===== src/rtl/vec_mem_pkg.sv =====
// Shared encodings, FSM state type and lane helper for the vector MEM stage.
package vec_mem_pkg;

    // Control word layout: bit 3 flags a memory op, bits 2:0 carry the opcode
    localparam int         CTRL_W   = 4;
    localparam int         MEM_BIT  = 3;
    localparam logic [2:0] OP_LOAD  = 3'b000;
    localparam logic [2:0] OP_STORE = 3'b001;

    typedef enum logic [1:0] {
        ST_IDLE = 2'd0,
        ST_REQ  = 2'd1,
        ST_RSP  = 2'd2,
        ST_OUT  = 2'd3
    } state_t;

    // Bit offset of the lowest bit of a lane inside a packed vector
    function automatic int lane_lo(input int lane, input int elem_w);
        return lane * elem_w;
    endfunction

endpackage


===== src/rtl/vec_lane_mask.sv =====
// Combinational per-lane gate: lanes whose mask bit is clear are forced to zero.
module vec_lane_mask
    import vec_mem_pkg::*;
#(
    parameter int LANES  = 8,
    parameter int ELEM_W = 24
) (
    input  logic [LANES*ELEM_W-1:0] data_i,
    input  logic [LANES-1:0]        mask_i,
    output logic [LANES*ELEM_W-1:0] data_o
);

    for (genvar gi = 0; gi < LANES; gi++) begin : g_lane
        localparam int LO = lane_lo(gi, ELEM_W);
        // Pass the lane through only when its enable bit is set
        assign data_o[LO +: ELEM_W] = mask_i[gi] ? data_i[LO +: ELEM_W] : '0;
    end

endmodule


===== src/rtl/vec_mem_stage.sv =====
// Vector MEM stage between EX and WB: issues masked loads/stores to a
// variable-latency memory with a bounded response wait, otherwise forwards
// the ALU or reduction result. One op in flight at a time.
module vec_mem_stage
    import vec_mem_pkg::*;
#(
    parameter int LANES   = 8,
    parameter int ELEM_W  = 24,
    parameter int ADDR_W  = 21,
    parameter int TIMEOUT = 64
) (
    input  logic                    clk,
    input  logic                    rst_n,
    // Upstream (EX)
    input  logic                    in_valid,
    output logic                    in_ready,
    input  logic [CTRL_W-1:0]       in_ctrl,
    input  logic [ADDR_W-1:0]       in_addr,
    input  logic [LANES*ELEM_W-1:0] in_wdata,
    input  logic [LANES-1:0]        in_mask,
    input  logic [LANES*ELEM_W-1:0] in_res_alu,
    input  logic [LANES*ELEM_W-1:0] in_res_sum,
    // Memory request
    output logic                    mem_req_valid,
    input  logic                    mem_req_ready,
    output logic                    mem_req_we,
    output logic [ADDR_W-1:0]       mem_req_addr,
    output logic [LANES*ELEM_W-1:0] mem_req_wdata,
    output logic [LANES-1:0]        mem_req_mask,
    // Memory response
    input  logic                    mem_rsp_valid,
    input  logic [LANES*ELEM_W-1:0] mem_rsp_rdata,
    // Downstream (WB)
    output logic                    out_valid,
    input  logic                    out_ready,
    output logic [LANES*ELEM_W-1:0] out_data,
    output logic                    out_is_load,
    output logic                    out_err
);

    localparam int              VW       = LANES * ELEM_W;
    localparam int              CNT_W    = (TIMEOUT > 2) ? $clog2(TIMEOUT) : 1;
    localparam logic [CNT_W-1:0] CNT_LAST = CNT_W'(TIMEOUT - 1);

    state_t             state_q;
    logic [CNT_W-1:0]   cnt_q;
    logic               mem_req_valid_q;
    logic               mem_req_we_q;
    logic [ADDR_W-1:0]  mem_req_addr_q;
    logic [VW-1:0]      mem_req_wdata_q;
    logic [LANES-1:0]   mem_req_mask_q;
    logic               out_valid_q;
    logic [VW-1:0]      out_data_q;
    logic               out_is_load_q;
    logic               out_err_q;

    logic               accept;
    logic               is_ld_st;
    logic [VW-1:0]      rsp_masked;

    // Ready only in IDLE and never while reset is held
    assign in_ready = rst_n && (state_q == ST_IDLE);
    assign accept   = in_valid && in_ready;
    assign is_ld_st = (in_ctrl[2:0] == OP_LOAD) || (in_ctrl[2:0] == OP_STORE);

    // Load data is gated by the mask that was sent with the request
    vec_lane_mask #(
        .LANES  (LANES),
        .ELEM_W (ELEM_W)
    ) u_rsp_mask (
        .data_i (mem_rsp_rdata),
        .mask_i (mem_req_mask_q),
        .data_o (rsp_masked)
    );

    // Control FSM with all outputs registered
    always_ff @(posedge clk or negedge rst_n) begin
        if (!rst_n) begin
            state_q         <= ST_IDLE;
            cnt_q           <= '0;
            mem_req_valid_q <= 1'b0;
            mem_req_we_q    <= 1'b0;
            mem_req_addr_q  <= '0;
            mem_req_wdata_q <= '0;
            mem_req_mask_q  <= '0;
            out_valid_q     <= 1'b0;
            out_data_q      <= '0;
            out_is_load_q   <= 1'b0;
            out_err_q       <= 1'b0;
        end else begin
            case (state_q)
                ST_IDLE: begin
                    if (accept) begin
                        if (in_ctrl[MEM_BIT] && is_ld_st && (in_mask != '0)) begin
                            state_q         <= ST_REQ;
                            mem_req_valid_q <= 1'b1;
                            mem_req_we_q    <= (in_ctrl[2:0] == OP_STORE);
                            mem_req_addr_q  <= in_addr;
                            mem_req_wdata_q <= in_wdata;
                            mem_req_mask_q  <= in_mask;
                        end else begin
                            // Non-memory result, illegal op, or empty-mask memory op
                            state_q       <= ST_OUT;
                            out_valid_q   <= 1'b1;
                            out_is_load_q <= 1'b0;
                            if (!in_ctrl[MEM_BIT]) begin
                                out_data_q <= in_ctrl[0] ? in_res_sum : in_res_alu;
                                out_err_q  <= 1'b0;
                            end else if (is_ld_st) begin
                                out_data_q <= '0;
                                out_err_q  <= 1'b0;
                            end else begin
                                out_data_q <= in_res_alu;
                                out_err_q  <= 1'b1;
                            end
                        end
                    end
                end
                ST_REQ: begin
                    if (mem_req_ready) begin
                        mem_req_valid_q <= 1'b0;
                        if (mem_req_we_q) begin
                            state_q       <= ST_OUT;
                            out_valid_q   <= 1'b1;
                            out_data_q    <= '0;
                            out_is_load_q <= 1'b0;
                            out_err_q     <= 1'b0;
                        end else begin
                            state_q <= ST_RSP;
                            cnt_q   <= '0;
                        end
                    end
                end
                ST_RSP: begin
                    // A response on the last allowed cycle still wins over timeout
                    if (mem_rsp_valid) begin
                        state_q       <= ST_OUT;
                        out_valid_q   <= 1'b1;
                        out_data_q    <= rsp_masked;
                        out_is_load_q <= 1'b1;
                        out_err_q     <= 1'b0;
                    end else if (cnt_q == CNT_LAST) begin
                        state_q       <= ST_OUT;
                        out_valid_q   <= 1'b1;
                        out_data_q    <= '0;
                        out_is_load_q <= 1'b0;
                        out_err_q     <= 1'b1;
                    end else begin
                        cnt_q <= cnt_q + CNT_W'(1);
                    end
                end
                ST_OUT: begin
                    if (out_ready) begin
                        state_q     <= ST_IDLE;
                        out_valid_q <= 1'b0;
                    end
                end
                default: state_q <= ST_IDLE;
            endcase
        end
    end

    assign mem_req_valid = mem_req_valid_q;
    assign mem_req_we    = mem_req_we_q;
    assign mem_req_addr  = mem_req_addr_q;
    assign mem_req_wdata = mem_req_wdata_q;
    assign mem_req_mask  = mem_req_mask_q;
    assign out_valid     = out_valid_q;
    assign out_data      = out_data_q;
    assign out_is_load   = out_is_load_q;
    assign out_err       = out_err_q;

endmodule


===== config.mk =====
export PLATFORM = sky130hd
export DESIGN_NAME = vec_mem_stage
export DESIGN_NICKNAME = d
export VERILOG_FILES = /design/src/rtl/vec_mem_pkg.sv /design/src/rtl/vec_lane_mask.sv /design/src/rtl/vec_mem_stage.sv
export SDC_FILE = /design/constraint.sdc
export NUM_CORES = 1
export LEC_CHECK = 0
export BUFFER_PORTS_ARGS = -buffer_cell sky130_fd_sc_hd__buf_2
export CAP_MARGIN = 5
export CORE_AREA = 3 3 475 477
export DETAILED_ROUTE_END_ITERATION = 10
export DIE_AREA = 0 0 478 480
export GPL_TIMING_DRIVEN = 0
export MAX_ROUTING_LAYER = met4
export PLACE_DENSITY = 0.3
export SYNTH_ARGS = -nofsm -noshare
export SYNTH_HDL_FRONTEND = slang
export SYNTH_HIERARCHICAL = 1
export SYNTH_SLANG_ARGS = --single-unit
export TNS_END_PERCENT = 30

===== constraint.sdc =====
create_clock -name clk -period 3.2 [get_ports clk]
set_clock_uncertainty 0.05 [all_clocks]
set_input_delay 0.64 -clock clk [delete_from_list [all_inputs] [get_ports clk]]
set_output_delay 0.64 -clock clk [all_outputs]
set_load 0.005 [all_outputs]

* After elaboration in Yosys (flattened, before gate mapping)
Cells that the tools add are included.
** Operators by class
- Add/sub/neg operators :: 1
- Eq/ne operators :: 15
- Multiplexer cells :: 56
- Reductions and logical operators :: 17
** Operator list (count)
- $mux 192 :: 9
- $pmux 192 s3 :: 1
- $mux 24 :: 8
- $mux 6 :: 4
- $mux 1 :: 22
- $ne 2x2->1 const B :: 8
- $mux 2 :: 6
- $pmux 6 s2 :: 1
- $reduce_and 6->1 :: 2
- $pmux 2 s4 :: 1
- $reduce_and 4->1 :: 2
- $reduce_bool 8->1 :: 1
- $add 6x1->6 const B :: 1
- $eq 6x6->1 const B :: 1
- $pmux 1 s3 :: 2
- $reduce_and 5->1 :: 1
- $eq 2x2->1 const B :: 2
- $logic_and 1x1->1 :: 4
- $pmux 1 s4 :: 1
- $reduce_bool 2->1 :: 2
- $eq 3x1->1 const B :: 1
- $logic_not 3->1 :: 1
- $ne 3x3->1 const B :: 1
- $reduce_and 3->1 :: 1
- 6 further kinds :: 6
** Storage, ports and cells
- Register bits :: 426
- Input port bits :: 807
- Logic and storage cells :: 100

* Depth between registers and ports, before layout
- Depth in word-level cells :: 7
- Depth in mapped cells :: 9

* By module
Netlist, hierarchy kept.
** By module, submodules not included
- vec_mem_stage :: instances 1, cells an instance 1598, area an instance 20023.0 um^2
- vec_lane_mask :: instances 1, cells an instance 208, area an instance 1373.8 um^2

* Worst setup path before layout
No wires, ideal clock.
- Path type :: in2reg
- From :: input in_ctrl[0]
- To :: register out_data_q[176], in the netlist out_data[176]
- Arrival time :: 2207 ps
- Data required time :: 3022 ps
- Slack :: 816 ps
- Stages on the path :: 6
- Path through :: buf_1 > buf_1 > mux2i_1 > nor2_1 > a221o_1 > mux2_1
** Between the ends
- Word-level cells in the longest chain between the ends :: 7
- Elaborated cells on any way between the ends :: 13
** RTL lines
- from (decl) :: RTL line vec_mem_stage.sv:17 : input logic [CTRL_W-1:0] in_ctrl,
- $eq 3x1->1 / $logic_not 3->1 (equally long branches) :: RTL line vec_mem_stage.sv:64 : assign is_ld_st = (in_ctrl[2:0] == OP_LOAD) || (in_ctrl[2:0] == OP_STORE);
- $logic_or 1x1->1 :: RTL line vec_mem_stage.sv:64
- $mux 192 :: RTL line vec_mem_stage.sv:109 : end else if (is_ld_st) begin
- $mux 192 :: RTL line vec_mem_stage.sv:106 : if (!in_ctrl[MEM_BIT]) begin
- $mux 192 :: RTL line vec_mem_stage.sv:94 : if (in_ctrl[MEM_BIT] && is_ld_st && (in_mask != '0)) begin
- $mux 192 :: RTL line vec_mem_stage.sv:93 : if (accept) begin
- $pmux 192 s3 :: RTL line vec_mem_stage.sv:91 : case (state_q)
- to (signal assigned) :: RTL line vec_mem_stage.sv:107 : out_data_q <= in_ctrl[0] ? in_res_sum : in_res_alu;
- to (signal assigned) :: RTL line vec_mem_stage.sv:113 : out_data_q <= in_res_alu;
- to (signal assigned) :: RTL line vec_mem_stage.sv:139 : out_data_q <= rsp_masked;
- to (decl) :: RTL line vec_mem_stage.sv:53 : logic [VW-1:0] out_data_q;
Parallel ways exist; a longest one is shown, timed or not. The select of a mux whose other input is x is not followed.
A chain may end at the register's enable or synchronous reset.

* Worst setup path after layout
- From :: input in_ctrl[3]
- To :: register out_data_q[110], in the netlist out_data[110]
** Between the ends
- Word-level cells in the longest chain between the ends :: 4
- Elaborated cells on any way between the ends :: 8
** RTL lines (RTL line)
- $mux 192 / $logic_and 1x1->1 (equally long branches) :: vec_mem_stage.sv:106, vec_mem_stage.sv:94
- $mux 192 / $logic_and 1x1->1 (equally long branches) :: vec_mem_stage.sv:94
- $mux 192 / $ne 2x2->1 (equally long branches)
- $pmux 192 s3 / $reduce_and 6->1 (equally long branches)
Parallel ways exist; a longest one is shown, timed or not. The select of a mux whose other input is x is not followed.

==> results by group <==
Setup path
  – CP most frequent cell: clkbuf_1
  – Worst-path cell chain: buf_2 -> or3b_2 -> clkbuf_1 -> buf_8 -> clkbuf_1 -> a31oi_2 -> o21ai_0 -> mux2_1
  – Worst endpoint data arrival time: 3.63 ns
  – Buf/Inv on CP: 4
  – CP Capture Type: flip-flop
  – Worst R2R Path Depth: 9
  – Reg2Reg Setup Slack: 0.13 ns
  – Crit Path Category: in2reg
  – CP Max Fanout: 10
  – Top delay family on crit path: buffers and inverters
  – Worst Setup Start Kind: input pin
  – RR Startpoint: state_q[1]
  – Required @ worst endpoint: 3.69 ns
  – FF-to-FF End: out_data[82]
  – CP max stage delay: 0.67 ns
  – CP max stage cell: or3b_2

Synthesis
  – EDFF count, synth: 0
  – Cell accounting for the most synthesized area: dfrtp_1
  – Syn avg cell area: 11.8 um^2
  – YS warnings: 6
  – Predominant post-synthesis flop cell: dfrtp_1
  – Mapped Cells: ~1800
  – Post-synthesis sequential area ratio: about half
  – Synth area leaders: dfrtp_1 (50%), mux2_1 (11%), mux2i_1 (6.4%)
  – Distinct cells, synth: 46
  – Synth Cell Area: 21400 um^2
  – Top cells by count, synth: dfrtp_1 (426), mux2_1 (217), and2_1 (189), mux2i_1 (137), inv_1 (113)
  – Post-synth top area share: about half
  – Synth Register Bits: 426
  – Async set-or-reset flop fraction in the synthesized netlist: 100%
  – Count leader, synth: dfrtp_1
  – Mapped Nets: 2620

Pwr
  – Pleak: 17.3 nW
  – Power per cell area: 892 nW/um^2
  – Max VDD drop: 0.000400 V
  – Final Total Pwr: 30.4 mW

Place
  – Place WS: -2.04 ns
  – Port buffer count: 1225
  – Routability cong.: 0.944
  – Dpl hpwl: 139 mm

Die
  – Starting Density: 9.64%
  – Die X: about 480 um
  – Core Region: 222000 um^2
  – Die ar.: approximately 230000 um^2
  – Die Y: 480 um
  – # IOs: 1226
  – Row count: 173

Timing
  – Slew headroom: between 20% and 30%
  – Setup violators final: 0
  – Final hold vios: 0
  – Unrepaired setup endpoints after global routing: no
  – Post-layout min period: 3.14 ns
  – Pin slew with the least headroom to its limit: 1.12 ns
  – Final Max Tran Viols: 0
  – Tcrit/Tclk final: 98.0%
  – FMAX: around 320 MHz
  – Final worst slack: 0.0634 ns

Global routing
  – Largest net degree at the start of global routing: 99
  – Initial antenna violation count: 69
  – First-pass GRT wire length: between 200 and 250 mm
  – GRT Total Usage: between 10% and 20%
  – Vias in the first global route: 22293
  – Total grt overflow: 0

Route
  – Vias per cell: 3.35
  – Vias post-DR: roughly 21000
  – DRT Wirelength: 166 mm
  – Pre-antenna DRT Iters: 9
  – Antenna viol nets, final: 0
  – DRT iter0 DRCs: 1408
  – WL per Instance: 26.8 um
  – DRC viols: 0

Clock network
  – Clk_lat worst skew: 0.68 ns
  – CTS tree: yes
  – Clk slew on worst S/H paths: ~0.06 ns
  – Clock Tree Root: clkbuf_16
  – Sink Count: 426
  – TritonCTS buffer count: 66
  – H-Tree Depth: 3
  – CTS max path bufs: 3

Worst hold path
  – HP Class: in2reg
  – Min-Delay Path Depth: 2
  – Hold_sp: in_wdata[2]
  – Worst Hold End: mem_req_wdata[2]

Finish
  – Layout cells sized above 1: 48.8%
  – Final nets: 3935
  – P&R area growth vs syn: 59.4%

Flow run
  – Max Cap Viol: 0

Run status
  – Outcome: finished clean
per-stage QoR:
step	instance area (um^2)	util (%)	TNS (ns)	hold slack, ns	instances
finish	34100	15.4	0	0.120	6190
global route	34100	15.4	0	0.0402	6184
CTS	34000	15.3	-0.00951	0.00121	6143
detailed placement	31600	14.2	-346.70	0.419	6023
global placement	31300	14.1	-8153.85	0.413	6006
floorplan	21400	-	0	0.294	1806
routing by layer:
metal / vias to the layer above / share of wire [%] / routed length, um / GRT usage [%]
li1: 9262 / - / - / -
met1: 10257 / 37 / 60800 / 14.9
met2: 1084 / 51 / 85100 / 25.4
met3: 163 / 8.2 / 13600 / 4.49
met4: 0 / 3.7 / 6190 / 5.28
met5: - / 0 / 0 / -
layout make-up:
| cell class | instances | area, um^2 |
|---|---|---|
| Antenna cell | 48 | 120 |
| Buffer | 145 | 941 |
| Clock buffer | 90 | 1820 |
| Clock inverter | 24 | 322 |
| Fill cell | 25225 | 188000 |
| Inverter | 113 | 424 |
| Multi-Input combinational cell | 1118 | 9570 |
| Sequential cell | 426 | 10700 |
| Tap cell | 2975 | 3720 |
| Timing Repair Buffer | 1251 | 6530 |
registers in the layout (all words and copies together), names as in the netlist:
name	cells
mem_req_wdata	192
out_data	192
mem_req_addr	21
mem_req_mask	8
cnt_q	6
state_q	2
mem_req_valid	1
mem_req_we	1
out_err	1
out_is_load	1
out_valid	1
cell families after synthesis:
kind of cell	count (synthesis)	share of synthesized area, %
AOI/OAI and AO/OA	277	10.3
adders and majority gates	7	0.409
buffers and inverters	262	5.78
DFF	426	49.8
muxes	452	23.0
and+or+nand+nor	382	10.7
cells in the final DEF, fill, tap and decap left out, drive strengths merged, types with 3 or more instances in the layout:
cell type / n
buf: 1318
dfrtp: 426
mux2: 315
and2: 193
clkbuf: 167
mux2i: 137
inv: 115
a222oi: 100
nand2: 64
o21ai: 59
a31oi: 59
and3b: 56
diode: 48
nor2: 40
a221o: 36
clkinv: 19
ha: 7
nand3: 6
o211ai: 6
nor2b: 5
nand4: 4
a21oi: 4
nand2b: 3
nor3b: 3
worst max-delay path by stage:
stage                           from            end  slack (ns)  depth (start not counted)
after floorplan           in_ctrl[0]  out_data[176]        0.82                          6
after CTS                 state_q[1]   out_data[38]       -0.01                          8
after global placement         rst_n  out_data[134]      -10.16                          7
after global routing      state_q[1]   out_data[93]       0.007                          8
after detailed placement  state_q[1]   out_data[38]       -2.04                          9
final                     in_ctrl[3]  out_data[110]        0.06                          8
power breakdown:
| group | switching (mW) | leakage (nW) | internal, mW |
|---|---|---|---|
| clock | 3.16 | 1.04 | 4.22 |
| sequential | 1.33 | 5.63 | 7.44 |
| combinational | 8.43 | 10.6 | 5.84 |
what timing repair did:
action	4_1_cts	5_1_grt
resized for setup	41	1
endpoints found under the hold margin	73	0
hold buffers	2	0
pin swaps	7	0
setup endpoints to repair	219	108
buffers inserted	7	0
Note: power is estimated with default switching activity, not from simulation.
